`src/rtl/faerie_uart.sv`:
```
// faerie_uart: memory-mapped 8N1 UART target on the CPU memory bus.
// Four byte registers at BASE..BASE+3 (DATA, STATUS, DIV_LO, DIV_HI). Loads
// return data one cycle after the strobe and 0 otherwise, so the bus can be
// OR-combined with other targets. Transmit side has a 4-entry FIFO feeding a
// shifter; receive side has a single holding register.
module faerie_uart #(
    parameter logic [15:0] BASE      = 16'hFF00,
    parameter logic [15:0] DIV_RESET = 16'd103
) (
    input  logic        clk,
    input  logic        rst,
    input  logic [15:0] addr,
    input  logic [7:0]  wdata,
    input  logic        we,
    input  logic        re,
    output logic [7:0]  rdata,
    input  logic        rxd,
    output logic        txd
);

    typedef enum logic [1:0] {
        TX_IDLE,
        TX_START,
        TX_DATA,
        TX_STOP
    } tx_state_t;

    typedef enum logic [1:0] {
        RX_IDLE,
        RX_START,
        RX_DATA,
        RX_STOP
    } rx_state_t;

    // ---------------- bus decode ----------------
    logic       sel;
    logic [1:0] off;
    logic       wr_acc;
    logic       rd_acc;
    logic       rd_data;
    logic       rd_status;

    assign sel       = (addr[15:2] == BASE[15:2]);
    assign off       = addr[1:0];
    assign wr_acc    = we && sel;
    // A simultaneous store wins: the load has no side effects and returns 0.
    assign rd_acc    = re && !we && sel;
    assign rd_data   = rd_acc && (off == 2'd0);
    assign rd_status = rd_acc && (off == 2'd1);

    // ---------------- baud divider ----------------
    logic [15:0] div_reg;
    logic [15:0] div_eff;

    // Divider values below 3 are clamped so half-bit timing stays meaningful.
    assign div_eff = (div_reg < 16'd3) ? 16'd3 : div_reg;

    // Divider register, byte-writable; FSMs pick it up at their next reload.
    always_ff @(posedge clk or negedge rst) begin
        if (!rst) begin
            div_reg <= DIV_RESET;
        end else if (wr_acc && off == 2'd2) begin
            div_reg[7:0] <= wdata;
        end else if (wr_acc && off == 2'd3) begin
            div_reg[15:8] <= wdata;
        end
    end

    // ---------------- TX FIFO ----------------
    logic [7:0] fifo_mem [4];
    logic [1:0] wptr;
    logic [1:0] rptr;
    logic [2:0] fifo_cnt;
    logic       fifo_full;
    logic       fifo_empty;
    logic       push;
    logic       pop;

    assign fifo_full  = (fifo_cnt == 3'd4);
    assign fifo_empty = (fifo_cnt == 3'd0);
    // Pushes into a full FIFO are dropped even if a pop happens the same cycle.
    assign push       = wr_acc && (off == 2'd0) && !fifo_full;

    // FIFO pointers and occupancy; push and pop may coincide.
    always_ff @(posedge clk or negedge rst) begin
        if (!rst) begin
            wptr     <= 2'd0;
            rptr     <= 2'd0;
            fifo_cnt <= 3'd0;
        end else begin
            if (push) wptr <= wptr + 2'd1;
            if (pop)  rptr <= rptr + 2'd1;
            case ({push, pop})
                2'b10:   fifo_cnt <= fifo_cnt + 3'd1;
                2'b01:   fifo_cnt <= fifo_cnt - 3'd1;
                default: fifo_cnt <= fifo_cnt;
            endcase
        end
    end

    // FIFO storage; contents need no reset since occupancy is tracked above.
    always_ff @(posedge clk) begin
        if (push) fifo_mem[wptr] <= wdata;
    end

    // ---------------- TX FSM ----------------
    tx_state_t   tx_state;
    tx_state_t   tx_state_next;
    logic [15:0] tx_cnt;
    logic [15:0] tx_cnt_next;
    logic [2:0]  tx_bit;
    logic [2:0]  tx_bit_next;
    logic [7:0]  tx_shift;
    logic        tx_load;
    logic        tx_shift_en;
    logic        txd_next;
    logic        tx_empty;

    assign pop      = tx_load;
    assign tx_empty = fifo_empty && (tx_state == TX_IDLE);

    // TX next-state: each state holds DIV+1 clocks; txd is registered from the next state.
    always_comb begin
        tx_state_next = tx_state;
        tx_cnt_next   = tx_cnt;
        tx_bit_next   = tx_bit;
        tx_load       = 1'b0;
        tx_shift_en   = 1'b0;
        txd_next      = txd;
        if (tx_state != TX_IDLE && tx_cnt != 16'd0) begin
            tx_cnt_next = tx_cnt - 16'd1;
        end else begin
            case (tx_state)
                TX_IDLE: begin
                    if (!fifo_empty) begin
                        tx_state_next = TX_START;
                        tx_cnt_next   = div_eff;
                        tx_load       = 1'b1;
                        txd_next      = 1'b0;
                    end
                end
                TX_START: begin
                    tx_state_next = TX_DATA;
                    tx_cnt_next   = div_eff;
                    tx_bit_next   = 3'd0;
                    txd_next      = tx_shift[0];
                end
                TX_DATA: begin
                    tx_cnt_next = div_eff;
                    if (tx_bit == 3'd7) begin
                        tx_state_next = TX_STOP;
                        txd_next      = 1'b1;
                    end else begin
                        tx_bit_next = tx_bit + 3'd1;
                        tx_shift_en = 1'b1;
                        txd_next    = tx_shift[1];
                    end
                end
                TX_STOP: begin
                    // Chain straight into the next frame when more data is queued.
                    if (!fifo_empty) begin
                        tx_state_next = TX_START;
                        tx_cnt_next   = div_eff;
                        tx_load       = 1'b1;
                        txd_next      = 1'b0;
                    end else begin
                        tx_state_next = TX_IDLE;
                        txd_next      = 1'b1;
                    end
                end
                default: tx_state_next = TX_IDLE;
            endcase
        end
    end

    // TX control registers; reset forces the line idle-high immediately.
    always_ff @(posedge clk or negedge rst) begin
        if (!rst) begin
            tx_state <= TX_IDLE;
            tx_cnt   <= 16'd0;
            tx_bit   <= 3'd0;
            txd      <= 1'b1;
        end else begin
            tx_state <= tx_state_next;
            tx_cnt   <= tx_cnt_next;
            tx_bit   <= tx_bit_next;
            txd      <= txd_next;
        end
    end

    // TX shifter: loaded from the FIFO head, shifted right LSB-first.
    always_ff @(posedge clk) begin
        if (tx_load) begin
            tx_shift <= fifo_mem[rptr];
        end else if (tx_shift_en) begin
            tx_shift <= {1'b0, tx_shift[7:1]};
        end
    end

    // ---------------- RX ----------------
    logic        rx_meta;
    logic        rx_sync;
    logic        rx_last;
    logic        rx_fall;
    rx_state_t   rx_state;
    rx_state_t   rx_state_next;
    logic [15:0] rx_cnt;
    logic [15:0] rx_cnt_next;
    logic [2:0]  rx_bit;
    logic [2:0]  rx_bit_next;
    logic [7:0]  rx_shift;
    logic [7:0]  rx_hold;
    logic [15:0] rx_half;
    logic        rx_shift_en;
    logic        rx_store;
    logic        set_overrun;
    logic        set_frame_err;
    logic        rx_valid;
    logic        rx_overrun;
    logic        rx_frame_err;

    assign rx_fall = rx_last && !rx_sync;
    // floor((DIV+1)/2) computed without widening: ceil(DIV/2).
    assign rx_half = {1'b0, div_eff[15:1]} + {15'd0, div_eff[0]};

    // Two-flop synchroniser plus one delayed copy for falling-edge detection.
    always_ff @(posedge clk or negedge rst) begin
        if (!rst) begin
            rx_meta <= 1'b1;
            rx_sync <= 1'b1;
            rx_last <= 1'b1;
        end else begin
            rx_meta <= rxd;
            rx_sync <= rx_meta;
            rx_last <= rx_sync;
        end
    end

    // RX next-state: half-bit to mid-start, then full-bit samples of data and stop.
    always_comb begin
        rx_state_next = rx_state;
        rx_cnt_next   = rx_cnt;
        rx_bit_next   = rx_bit;
        rx_shift_en   = 1'b0;
        rx_store      = 1'b0;
        set_overrun   = 1'b0;
        set_frame_err = 1'b0;
        if (rx_state != RX_IDLE && rx_cnt != 16'd0) begin
            rx_cnt_next = rx_cnt - 16'd1;
        end else begin
            case (rx_state)
                RX_IDLE: begin
                    if (rx_fall) begin
                        rx_state_next = RX_START;
                        rx_cnt_next   = rx_half - 16'd1;
                    end
                end
                RX_START: begin
                    // Line back high at mid-start means a glitch, not a frame.
                    if (rx_sync) begin
                        rx_state_next = RX_IDLE;
                    end else begin
                        rx_state_next = RX_DATA;
                        rx_cnt_next   = div_eff;
                        rx_bit_next   = 3'd0;
                    end
                end
                RX_DATA: begin
                    rx_shift_en = 1'b1;
                    rx_cnt_next = div_eff;
                    if (rx_bit == 3'd7) begin
                        rx_state_next = RX_STOP;
                    end else begin
                        rx_bit_next = rx_bit + 3'd1;
                    end
                end
                RX_STOP: begin
                    rx_state_next = RX_IDLE;
                    if (!rx_sync) begin
                        set_frame_err = 1'b1;
                    end else if (rx_valid) begin
                        set_overrun = 1'b1;
                    end else begin
                        rx_store = 1'b1;
                    end
                end
                default: rx_state_next = RX_IDLE;
            endcase
        end
    end

    // RX control registers.
    always_ff @(posedge clk or negedge rst) begin
        if (!rst) begin
            rx_state <= RX_IDLE;
            rx_cnt   <= 16'd0;
            rx_bit   <= 3'd0;
        end else begin
            rx_state <= rx_state_next;
            rx_cnt   <= rx_cnt_next;
            rx_bit   <= rx_bit_next;
        end
    end

    // RX data path: shift in LSB-first, copy to the holding register on a good stop.
    always_ff @(posedge clk) begin
        if (rx_shift_en) rx_shift <= {rx_sync, rx_shift[7:1]};
        if (rx_store)    rx_hold  <= rx_shift;
    end

    // Status flags: a set in the same cycle as a read-clear wins.
    always_ff @(posedge clk or negedge rst) begin
        if (!rst) begin
            rx_valid     <= 1'b0;
            rx_overrun   <= 1'b0;
            rx_frame_err <= 1'b0;
        end else begin
            if (rx_store)       rx_valid <= 1'b1;
            else if (rd_data)   rx_valid <= 1'b0;
            if (set_overrun)    rx_overrun <= 1'b1;
            else if (rd_status) rx_overrun <= 1'b0;
            if (set_frame_err)  rx_frame_err <= 1'b1;
            else if (rd_status) rx_frame_err <= 1'b0;
        end
    end

    // ---------------- read data ----------------
    logic [7:0] status;

    assign status = {3'b000, rx_frame_err, rx_overrun, rx_valid, tx_empty, fifo_full};

    // Registered load data, held for exactly one cycle and 0 otherwise.
    always_ff @(posedge clk or negedge rst) begin
        if (!rst) begin
            rdata <= 8'h00;
        end else if (rd_acc) begin
            case (off)
                2'd0:    rdata <= rx_hold;
                2'd1:    rdata <= status;
                2'd2:    rdata <= div_reg[7:0];
                default: rdata <= div_reg[15:8];
            endcase
        end else begin
            rdata <= 8'h00;
        end
    end

endmodule

```
`config.mk`:
```
export PLATFORM = sky130hd
export DESIGN_NAME = faerie_uart
export DESIGN_NICKNAME = d
export VERILOG_FILES = /design/src/rtl/faerie_uart.sv
export SDC_FILE = /design/constraint.sdc
export NUM_CORES = 1
export LEC_CHECK = 0
export ABC_AREA = 1
export CAP_MARGIN = 20
export CORE_UTILIZATION = 62
export DETAILED_ROUTE_END_ITERATION = 6
export PLACE_DENSITY = 0.87
export SLEW_MARGIN = 15
export SYNTH_ARGS = -nofsm -noshare
export SYNTH_HDL_FRONTEND = slang
export SYNTH_SLANG_ARGS = --single-unit
```
`constraint.sdc`:
```
create_clock -name clk -period 6.59 [get_ports clk]
set_clock_uncertainty 0.05 [all_clocks]
set_input_delay 0.9885 -clock clk [delete_from_list [all_inputs] [get_ports clk]]
set_output_delay 0.9885 -clock clk [all_outputs]
set_load 0.005 [all_outputs]
```
Yosys cells after proc, flatten, opt, wreduce, memory -nomap -nowiden
Memory sizes are Yosys's and may differ from the RTL's.
Index checks and enable logic that the tools add are counted.
{ "totals": {"regBits": 104, "ram_bits": 32, "in_bits": 29, "out_inout_bits": 9, "elab_cells": 159, "memories": 1} }
{ "classes": {"add_sub_neg": 10, "order_cmp": 1, "n_eq_ne": 25, "n_mux": 56, "n_bitwise": 3, "reduce_logical": 41} }
{ "mem_list": {"columns": ["memory", "depth", "word_bits", "read_ports", "rd_ports_with_merged_regs", "write_ports", "line", "text"], "rows": [
  ["fifo_mem", 4, 8, 1, 0, 1, "70", "logic [7:0] fifo_mem [4];"]
]} }
{ "op_table": {"columns": ["cell", "n"], "rows": [
  ["two-way mux 16 bit", 6],
  ["one-hot mux 16 bit (3 select lines)", 1],
  ["subtractor 16 x 1 -> 16 bit (second input constant)", 3],
  ["one-hot mux 16 bit (2 select lines)", 1],
  ["nonzero test 16 bit", 2],
  ["two-way mux 1 bit", 30],
  ["two-way mux 8 bit", 3],
  ["one-hot mux 8 bit (3 select lines)", 1],
  ["one-hot mux 3 bit (2 select lines)", 3],
  ["nonzero test 2 bit", 9],
  ["adder 15 x 1 -> 16 bit", 1],
  ["< comparator 16 x 2 -> 1 bit (second input constant)", 1],
  ["one-hot mux 2 bit (4 select lines)", 2],
  ["== test 14 bit (second input constant)", 1],
  ["== test 2 bit (second input constant)", 7],
  ["!= test 2 bit (second input constant)", 7],
  ["logical AND 1 bit", 13],
  ["AND reduction 3 bit", 4],
  ["two-way mux 2 bit", 5],
  ["adder 3 x 1 -> 3 bit (second input constant)", 3],
  ["== test 3 bit (second input constant)", 3],
  ["two-way mux 3 bit", 3],
  ["== test 2 x 1 -> 1 bit (second input constant)", 4],
  ["logical NOT 2 bit", 3],
  ["other kinds (12)", 20]
]} }

Depth between registers and ports, before layout
Gate-level depths: netlist (run 1).
{ "depth": {"ltp_word": 7, "depth_mapped": 17, "mapped_depth_nobuf": 17} }

Worst setup path before layout (run 1)
Ideal clock, no wire load.
{ "synth_path": {"path_kind": "in2reg", "startpoint": "in addr[5]", "endpoint": "reg fifo_cnt[1]", "setup_time_ns": 0.083, "arrival_time_ns": 2.776, "required_time_ns": 6.457, "slack_ns": 3.682, "stages": 7, "n_path_buf": 0, "cell_sequence": "or2_2 -> nor4_4 -> nand3_1 -> ha_1 -> inv_1 -> fa_1 -> o21ai_0"} }
{ "synth_via": {"elab_chain_cells": 6, "word_cells_on_any_way": 8, "cone_classes": "eq/ne (3); mux (1); reduce/logical (4)"} }
{ "synth_lines": {"columns": ["item", "line", "text"], "rows": [
  ["start: declaration", "12", "input logic [15:0] addr,"],
  ["== test 14 bit *", "43", "assign sel = (addr[15:2] == BASE[15:2]);"],
  ["logical AND 1 bit *", "45", "assign wr_acc = we && sel;"],
  ["logical AND 1 bit * (2 in series)", "82", "assign push = wr_acc && (off == 2'd0) && !fifo_full;"],
  ["== test 2 x 1 -> 1 bit or == test 2 bit (tied branches)", "93", "case ({push, pop})"],
  ["one-hot mux 3 bit (2 select lines) or nonzero test 2 bit (tied branches)", null, null],
  ["end signal: assignment", "94", "2'b10: fifo_cnt <= fifo_cnt + 3'd1;"],
  ["end signal: assignment", "95", "2'b01: fifo_cnt <= fifo_cnt - 3'd1;"],
  ["end signal: assignment", "96", "default: fifo_cnt <= fifo_cnt;"],
  ["end: declaration", "73", "logic [2:0] fifo_cnt;"]
]} }
Mark *: on every way between the ends. The rest lies on a longest branch, timed or not.
A chain may end at the register's enable or synchronous reset.

Worst setup path in the final report (run 1)
{ "layout_path": {"startpoint": "reg tx_cnt[0]", "endpoint": "reg fifo_cnt[2]"} }
{ "layout_via": {"elab_chain_cells": 5, "word_cells_on_any_way": 7, "cone_classes": "eq/ne (2); mux (2); reduce/logical (3)"} }
{ "layout_lines": {"columns": ["item", "line", "text"], "rows": [
  ["start: declaration", "109", "logic [15:0] tx_cnt;"],
  ["start signal: assignment", "185", "tx_cnt <= tx_cnt_next;"],
  ["nonzero test 16 bit *", "130", "if (tx_state != TX_IDLE && tx_cnt != 16'd0) begin"],
  ["logical AND 1 bit *", "130", null],
  ["two-way mux 1 bit *", "130", null],
  ["net pop", "77", "logic pop;"],
  ["== test 2 x 1 -> 1 bit or == test 2 bit (tied branches)", "93", null],
  ["one-hot mux 3 bit (2 select lines) or nonzero test 2 bit (tied branches)", null, null]
]} }
The timed path passes the listed nets; every way through them passes the cells marked *.

==> results.py, run 1 <==
metrics = {
    "worst_setup_path": {
        "cpPeakStageDelay_ns": 0.39,
        "crit_type": "reg2reg",
        "crit_arrival_ns": 3.56,
        "crit_buf_inv": 3,
        "cp_top_family": "simple AND/OR/NAND/NOR gates",
        "crit_required_ns": 6.84,
        "slowest_stage": "dfrtp_1",
        "path_max_fanout": 24,
        "worstPathCellList": "inv_1 -> ha_1 -> nand2_1 -> nor2_2 -> nand2_1 -> nand2_2 -> nand2_2 -> inv_1 -> ha_1 -> inv_1 -> fa_1 -> a21oi_1 -> o21ai_0 -> xor2_1",
        "cp-end-kind": "register",
        "start_kind": "register",
        "crit_top_cell": "inv_1",
    },
    "place": {
        "portBuffers": 37,
        "dp_hpwl_microns": 11900,
        "dp_slack_ns": 2.89,
        "routabilityCongestion": 0.960,
    },
    "floorplan": {
        "fp.coreArea_sq_um": 11500,
        "die_y_microns": 111,
        "initial_utilization_pct": 64.1,
        "io_pins": 38,
        "die_w_microns": 111,
        "rows": 39,
        "fp.dieArea_sq_um": 12300,
    },
    "pwr": {
        "vdd_drop_max_uv": 363,
        "p_total_w": 0.00370,
        "p_per_area_nw_per_um2": 438,
        "p_leak_nw": 3.88,
    },
    "timing": {
        "relSlewSlack_pct": 29.6,
        "fin_ws_ns": 3.28,
        "setup_tns_ns": 0,
        "finalMaxSlewViolations": 0,
        "min_period_over_period_pct": 50.2,
        "max_freq_mhz": 302,
        "hold_viol_final": 0,
        "finalSetupViolations": 0,
        "worstMarginPinSlew_ns": 1.04,
        "grt_setup_unrepaired": "no",
        "fin_crit_ns": 3.31,
        "holdWs_ns": 0.310,
    },
    "global_routing": {
        "overflow": 0,
        "grtUsageTotal_pct": 31.2,
        "grt_pass1_wl_microns": 29900,
        "antenna_found_initial": 0,
        "grt_pass1_vias": 6173,
        "grt_max_degree": 81,
    },
    "final_layout": {
        "largest-register": "fifo_mem",
        "area_growth_pct": 14.8,
        "final_common_cell": "nand2_1",
        "largest_reg_flops": 32,
        "diodes": 0,
        "finish.utilization_pct": 73.6,
        "most-common-layout-cells": "nand2_1 (287), nor2_1 (119), inv_1 (77)",
        "layout-drive-gt1-share_pct": 5.25,
        "fillers": 819,
        "nNetsFinal": 993,
    },
    "run": {
        "max-cap-violations": 0,
    },
    "drt": {
        "totalWireLength_microns": 18100,
        "first_pass_iters": 7,
        "vias": 6413,
        "wire_per_inst_microns": 16.5,
        "vias_per_cell": 5.85,
        "drt_iter0_drc": 792,
        "ant_nets": 0,
        "drc": 1,
    },
    "logic_synthesis": {
        "synthesis.nets": 958,
        "yosysWarnings": 0,
        "syn_inst": 905,
        "synth_area_per_cell_sq_um": 8.12,
        "synthTopCellsByArea": "dfrtp_1 (24%), edfxtp_1 (23%), nand2_1 (15%), nor2_1 (6.1%), nand3_1 (4.8%)",
        "synth_top_area_share_pct": 24.2,
        "synth_cell_types": 36,
        "ys_ff_latch": 136,
        "syn_area_sq_um": 7350,
        "yosysSeqAreaShare_pct": 50.3,
        "synth_top_area_cell": "dfrtp_1",
    },
    "cts": {
        "cts_setup_buffers": 0,
        "h-tree-depth": 4,
        "numCtsBuffers": 17,
        "path_clk_slew_ns": 0.06,
        "cts_buffer_depth": 2,
        "clock-sinks": 136,
        "cts_hold_buf": 0,
        "clockRootBuffer": "clkbuf_16",
        "clock_latency_ns": 0.43,
        "cts_tree": "done",
        "cts_resized": 0,
    },
    "min_path": {
        "hold_class": "reg2reg",
    },
    "outcome": {
        "outcome": "finished with violations",
        "violations": "DRC",
    },
}
[metal layers]
metal  share of wire [%]  vias to the layer above  global-route usage (%)
met5                   0                        -                       0
met2                  47                      317                    49.6
li1                    -                     3064                       -
met4                 3.2                        0                    12.6
met3                 8.3                       65                    7.60
met1                  42                     2967                    41.2
[Yosys cell counts]
library cell  count
or2_2             3
o21a_1            1
fa_1              1
a21oi_2           1
buf_1             1
xor2_1           17
nor2_1          119
dfrtp_1          71
nand2_1         287
clkinv_1          3
nand2_2           4
o21ai_0          61
nor3_1            3
buf_2            12
a221oi_1          5
o31ai_1           1
a211oi_1          1
a32o_1            7
buf_4             1
a21oi_1          18
nor2_2            2
nor3b_1           1
dfstp_2           9
nand3_1          71
nor4_4            1
o22ai_1           2
buf_6             2
a31oi_1           1
clkbuf_1          7
nand4_1          27
ha_1             23
xnor2_1           3
inv_1            77
o211ai_1          5
a22oi_1           1
edfxtp_1         56
[cell families (layout without fill, tap and decap cells)]
kind of cell               count (synthesis)  count (layout)  synth area share, %
xor gates and xnor gates                  20              20                 2.38
DFF                                      136             136                 50.3
AOI/OAI and AO/OA                        104             104                 8.22
and+or+nand+nor                          518             518                 29.2
buffers and inverters                    103             151                 5.72
adders and majority gates                 24              24                 4.19
[stage by stage]
| step | cells | cell area, sq um |
|---|---|---|
| floorplan | 905 | 7350 |
| global route | 1096 | 8440 |
| finish | 1096 | 8440 |
| CTS | 1095 | 8420 |
| detailed placement | 1063 | 7780 |
| global placement | 1063 | 7780 |
[power by group]
group | leakage [nW] | internal (W) | switching (W)
logic | 2.06 | 0.000468 | 0.000962
clock network | 0.304 | 0.000669 | 0.000362
registers | 1.52 | 0.00109 | 0.000152
[worst reg2reg max path: cells and delay by family (launching register included)]
family,cells,cell delay [ns]
AOI/OAI and AO/OA,2,0.28
xor gates and xnor gates,1,0.15
adders and majority gates,3,0.81
buffers and inverters,3,0.37
DFF,1,0.39
and+or+nand+nor,5,1.14
[final cells by class]
class	count	area [sq um]	area share [%]
Timing Repair Buffer	39	395	4.69
Sequential cell	136	3690	43.8
Multi-Input combinational cell	666	3240	38.3
Clock buffer	19	433	5.13
Inverter	80	300	3.56
Clock inverter	13	200	2.37
Tap cell	143	179	2.12
[worst paths after layout]
path	from	end	slack, ns	cells after the start
max	tx_cnt[0]	fifo_cnt[2]	3.28	14
min in group asynchronous	rst	tx_bit[1]	0.51	1
min reg2reg	rx_meta	rx_sync	0.31	0
min	rx_meta	rx_sync	0.31	0
max in group asynchronous	rst	rx_meta	5.30	2
max reg2reg	tx_cnt[0]	fifo_cnt[2]	3.28	14
Note: power is estimated with default switching activity, not from simulation.
==> inputs of run 2 (changes only) <==
Settings changed: CORE_UTILIZATION 62 to 61, PLACE_DENSITY 0.87 to 0.86.
Clock period 6.59 ns to 3.1 ns, I/O delays scaled along.
==> results.py, run 2 (synthesized netlist as in run 1, its figures left out) <==
metrics = {
    "final_layout": {
        "largest_reg_flops": 32,
        "final_common_cell": "nand2_1",
        "stdcell_area_sq_um": 8490,
        "finish.utilization_pct": 73.4,
        "diodes": 0,
        "area_growth_pct": 15.5,
        "most-common-layout-cells": "nand2_1 (287), nor2_1 (119), inv_1 (77)",
        "largest-register": "fifo_mem",
        "layout-drive-gt1-share_pct": 7.13,
        "nNetsFinal": 1008,
    },
    "cts": {
        "clock-sinks": 136,
        "clockRootBuffer": "clkbuf_16",
        "cts_resized": 0,
        "cts_hold_buf": 0,
        "h-tree-depth": 4,
        "numCtsBuffers": 17,
        "cts_buffer_depth": 2,
        "cts_setup_buffers": 0,
        "clock_latency_ns": 0.43,
        "cts_tree": "done",
        "path_clk_slew_ns": 0.06,
    },
    "global_routing": {
        "grtUsageTotal_pct": 31.2,
        "overflow": 0,
        "grt_max_degree": 81,
        "grt_pass1_wl_microns": 30400,
        "antenna_found_initial": 0,
        "grt_pass1_vias": 6235,
    },
    "worst_setup_path": {
        "path_max_fanout": 5,
        "crit_required_ns": 3.35,
        "crit_arrival_ns": 3.08,
        "cp-end-kind": "register",
        "start_kind": "register",
        "crit_type": "reg2reg",
    },
    "floorplan": {
        "rows": 39,
        "fp.dieArea_sq_um": 12500,
        "fp.coreArea_sq_um": 11600,
        "initial_utilization_pct": 63.6,
        "die_w_microns": 112,
        "io_pins": 38,
        "die_y_microns": 112,
    },
    "drt": {
        "vias_per_cell": 5.80,
        "wire_per_inst_microns": 16.2,
        "totalWireLength_microns": 18000,
        "vias": 6447,
        "first_pass_iters": 5,
        "drc": 0,
        "drt_iter0_drc": 771,
        "ant_nets": 0,
    },
    "pwr": {
        "vdd_drop_max_uv": 1020,
        "p_per_area_nw_per_um2": 909,
        "p_total_w": 0.00771,
        "p_leak_nw": 3.94,
    },
    "timing": {
        "worstMarginPinSlew_ns": 0.778,
        "hold_viol_final": 2,
        "fin_crit_ns": 2.83,
        "min_period_over_period_pct": 91.2,
        "max_freq_mhz": 354,
        "finalSetupViolations": 0,
        "holdWs_ns": -0.000210,
        "setup_tns_ns": 0,
        "finalMaxSlewViolations": 0,
        "relSlewSlack_pct": 48.1,
        "grt_setup_unrepaired": "no",
    },
    "outcome": {
        "violations": "hold timing",
        "outcome": "finished with violations",
    },
    "min_path": {
        "hold_class": "in2async",
    },
    "place": {
        "place_area_sq_um": 7900,
        "routabilityCongestion": 0.897,
        "dp_hpwl_microns": 12100,
        "portBuffers": 37,
    },
    "run": {
        "max-cap-violations": 0,
    },
}
[run 2: worst max-delay path: stages (launching register included)]
cell and delay (ns):
dfrtp_1 0.38, inv_1 0.10, ha_1 0.27, nand2_1 0.17, nor2_2 0.23, nand2_1 0.09
nand2_2 0.07, nand2_2 0.05, inv_1 0.13, ha_1 0.17, inv_1 0.08, fa_1 0.41
a21oi_1 0.19, o21ai_0 0.15, xor2_1 0.16
[run 2: per-stage QoR]
step / std cells / hold WS, ns / setup WS (ns)
2_1_floorplan: 905 / 0.119 / 0.654
3_5_place_dp: 1078 / 0.303 / 0.284
3_3_place_gp: 1078 / 0.296 / 0.366
6_report: 1111 / -0.000210 / 0.273
4_1_cts: 1110 / 0.206 / 0.302
5_1_grt: 1111 / 0.0461 / 0.123
[run 2: layout make-up]
type,instances,area (sq um)
Sequential cell,136,3690
Multi-Input combinational cell,666,3240
Fill cell,843,3080
Timing Repair Buffer,54,508
Clock buffer,20,468
Inverter,80,300
Tap cell,143,179
Clock inverter,12,101
[run 2: path summary, 6_finish.rpt]
path / startpoint / end / slack [ns] / cells past startpoint
max in group asynchronous: rst / rx_sync / 2.31 / 2
max reg2reg: tx_cnt[0] / fifo_cnt[2] / 0.27 / 14
min: rst / tx_bit[1] / -0.0002 / 1
min reg2reg: rx_meta / rx_sync / 0.31 / 0
min in group clk: rx_meta / rx_sync / 0.31 / 0
max: tx_cnt[0] / fifo_cnt[2] / 0.27 / 14
[run 2: where the power goes]
group | total [W] | internal (W) | switching [W]
clock network | 0.00195 | 0.00111 | 0.000836
logic | 0.00314 | 0.00106 | 0.00208
registers | 0.00262 | 0.00230 | 0.000318
total | 0.00771 | 0.00447 | 0.00324
[run 2: per-layer routing]
layer | vias up | track usage, % | wire (microns)
met5 | - | 0 | 0
met4 | 0 | 10.3 | 386
met3 | 36 | 6.97 | 1380
met2 | 286 | 49.2 | 8370
met1 | 3039 | 43.0 | 7850
li1 | 3086 | - | -
==> inputs of run 3 (changes only) <==
Settings changed: CELL_PAD_IN_SITES_DETAIL_PLACEMENT set to 0, CELL_PAD_IN_SITES_GLOBAL_PLACEMENT set to 2, CORE_UTILIZATION 61 to 37, SLEW_MARGIN 15 to not set.
==> results.py, run 3 (synthesized netlist as in run 1, its figures left out) <==
metrics = {
    "global_routing": {
        "use_met1_pct": 31.1,
        "overflow": 0,
        "grt_pass1_wl_microns": 31700,
        "grtUsageTotal_pct": 20.5,
        "grt_pass1_vias": 5929,
        "grt_max_degree": 42,
        "met3_usage_pct": 3.79,
        "busiest_layer": "met1",
        "antenna_found_initial": 0,
        "use_met2_pct": 29.9,
    },
    "timing": {
        "setup_tns_ns": 0,
        "holdWs_ns": -0.00259,
        "max_freq_mhz": 376,
        "finalMaxSlewViolations": 0,
        "worstMarginPinSlew_ns": 0.665,
        "min_period_over_period_pct": 85.9,
        "hold_viol_final": 2,
        "finalSetupViolations": 0,
        "fin_crit_ns": 2.66,
        "relSlewSlack_pct": 55.6,
        "grt_setup_unrepaired": "no",
    },
    "worst_setup_path": {
        "cp-end-kind": "register",
        "crit_arrival_ns": 2.91,
        "path_max_fanout": 5,
        "start_kind": "register",
        "crit_type": "reg2reg",
        "reg2reg_from": "tx_cnt[0]",
        "crit_required_ns": 3.35,
        "crit_path_start": "tx_cnt[0]",
    },
    "floorplan": {
        "rows": 51,
        "fp.dieArea_sq_um": 20400,
        "io_pins": 38,
        "fp.coreArea_sq_um": 19500,
        "die_y_microns": 143,
        "die_w_microns": 143,
        "initial_utilization_pct": 37.8,
    },
    "place": {
        "routabilityCongestion": 0.830,
        "portBuffers": 37,
        "dp_hpwl_microns": 14000,
    },
    "pwr": {
        "power.internal_w": 0.00469,
        "netSwitchingFraction_pct": 41.2,
        "p_clk_share_pct": 27.3,
        "p_leak_nw": 3.99,
        "p_per_area_nw_per_um2": 913,
        "comb_power_share_pct": 40.3,
        "vdd_drop_max_uv": 523,
        "p_switching_w": 0.00329,
        "seq_power_share_pct": 32.4,
    },
    "cts": {
        "clock-sinks": 136,
        "clockRootBuffer": "clkbuf_16",
        "h-tree-depth": 4,
        "path_clk_slew_ns": 0.07,
        "numCtsBuffers": 17,
        "cts_resized": 0,
        "clock_latency_ns": 0.42,
        "cts_buffer_depth": 2,
        "cts_tree": "done",
        "cts_hold_buf": 0,
        "cts_setup_buffers": 0,
    },
    "drt": {
        "ant_nets": 0,
        "vias_per_cell": 4.89,
        "wire_per_inst_microns": 15.5,
        "drc": 0,
        "first_pass_iters": 6,
        "drt_iter0_drc": 424,
        "totalWireLength_microns": 19200,
        "vias": 6054,
    },
    "final_layout": {
        "area_growth_pct": 19.0,
        "layout-drive-gt1-share_pct": 7.80,
        "diodes": 0,
        "nNetsFinal": 1014,
        "most-common-layout-cells": "nand2_1 (287), nor2_1 (119), inv_1 (77)",
        "largest-register": "fifo_mem",
        "largest_reg_flops": 32,
        "final_common_cell": "nand2_1",
    },
    "run": {
        "max-cap-violations": 0,
    },
    "min_path": {
        "hold_class": "in2async",
    },
    "outcome": {
        "outcome": "finished with violations",
        "violations": "hold timing",
    },
}
run 3: cell types whose count changed in the layout (fill, tap and decap cells not counted), sizes merged:
| cell | before | now |
|---|---|---|
| bufinv | 0 | 3 |
| inv | 85 | 86 |
| clkbuf | 20 | 17 |
| buf | 18 | 24 |
| clkinv | 6 | 5 |
run 3: layer usage:
layer | vias up | routed length (microns)
met3 | 6 | 636
met5 | - | 0
met2 | 108 | 8260
met1 | 2839 | 10200
li1 | 3101 | -
met4 | 0 | 94
run 3: worst paths after layout:
kind	to	slack, ns	cells past startpoint
worst max register to register	fifo_cnt[2]	0.44	14
worst max-delay path	fifo_cnt[2]	0.44	14
max in group asynchronous	rx_sync	2.30	2
min in group clk	rx_sync	0.32	0
worst min-delay path	tx_bit[0]	-0.003	1
worst min register to register	rx_sync	0.32	0
run 3: through the flow:
stage	util [%]	setup slack (ns)	cell area, sq um	instances	total power (W)
global route	44.9	0.176	8740	1239	0.00868
floorplan	-	0.654	7350	905	0.00495
finish	44.9	0.438	8740	1239	0.00798
global placement	41.7	0.489	8120	1207	0.00584
detailed placement	41.7	0.444	8120	1207	0.00584
CTS	44.9	0.436	8740	1239	0.00805
run 3: cell type report:
cell class                 instances  area [sq um]
fill                            1946         10700
sequential                       136          3690
multi-input combinational        666          3240
timing repair buffer              60           553
clock buffer                      17           425
tap                              265           332
inverter                          80           300
clock inverter                    15           204
run 3: power groups by stage:
stage                     logic [W]  clock network, W  registers (W)
after floorplan             0.00241                 0        0.00254
after global placement      0.00323                 0        0.00261
after detailed placement    0.00323                 0        0.00261
after CTS                   0.00324           0.00223        0.00259
after global routing        0.00374           0.00231        0.00264
final                       0.00322           0.00218        0.00258
run 3: worst max-delay path: stages, from the launching register on:
cell and delay [ns]:
dfrtp_1 0.40, inv_1 0.10, ha_1 0.26, nand2_1 0.16
nor2_2 0.22, nand2_1 0.09, nand2_2 0.08, nand2_2 0.05
inv_1 0.13, ha_1 0.16, inv_1 0.06, fa_1 0.37
a21oi_1 0.14, o21ai_0 0.11, xor2_1 0.15
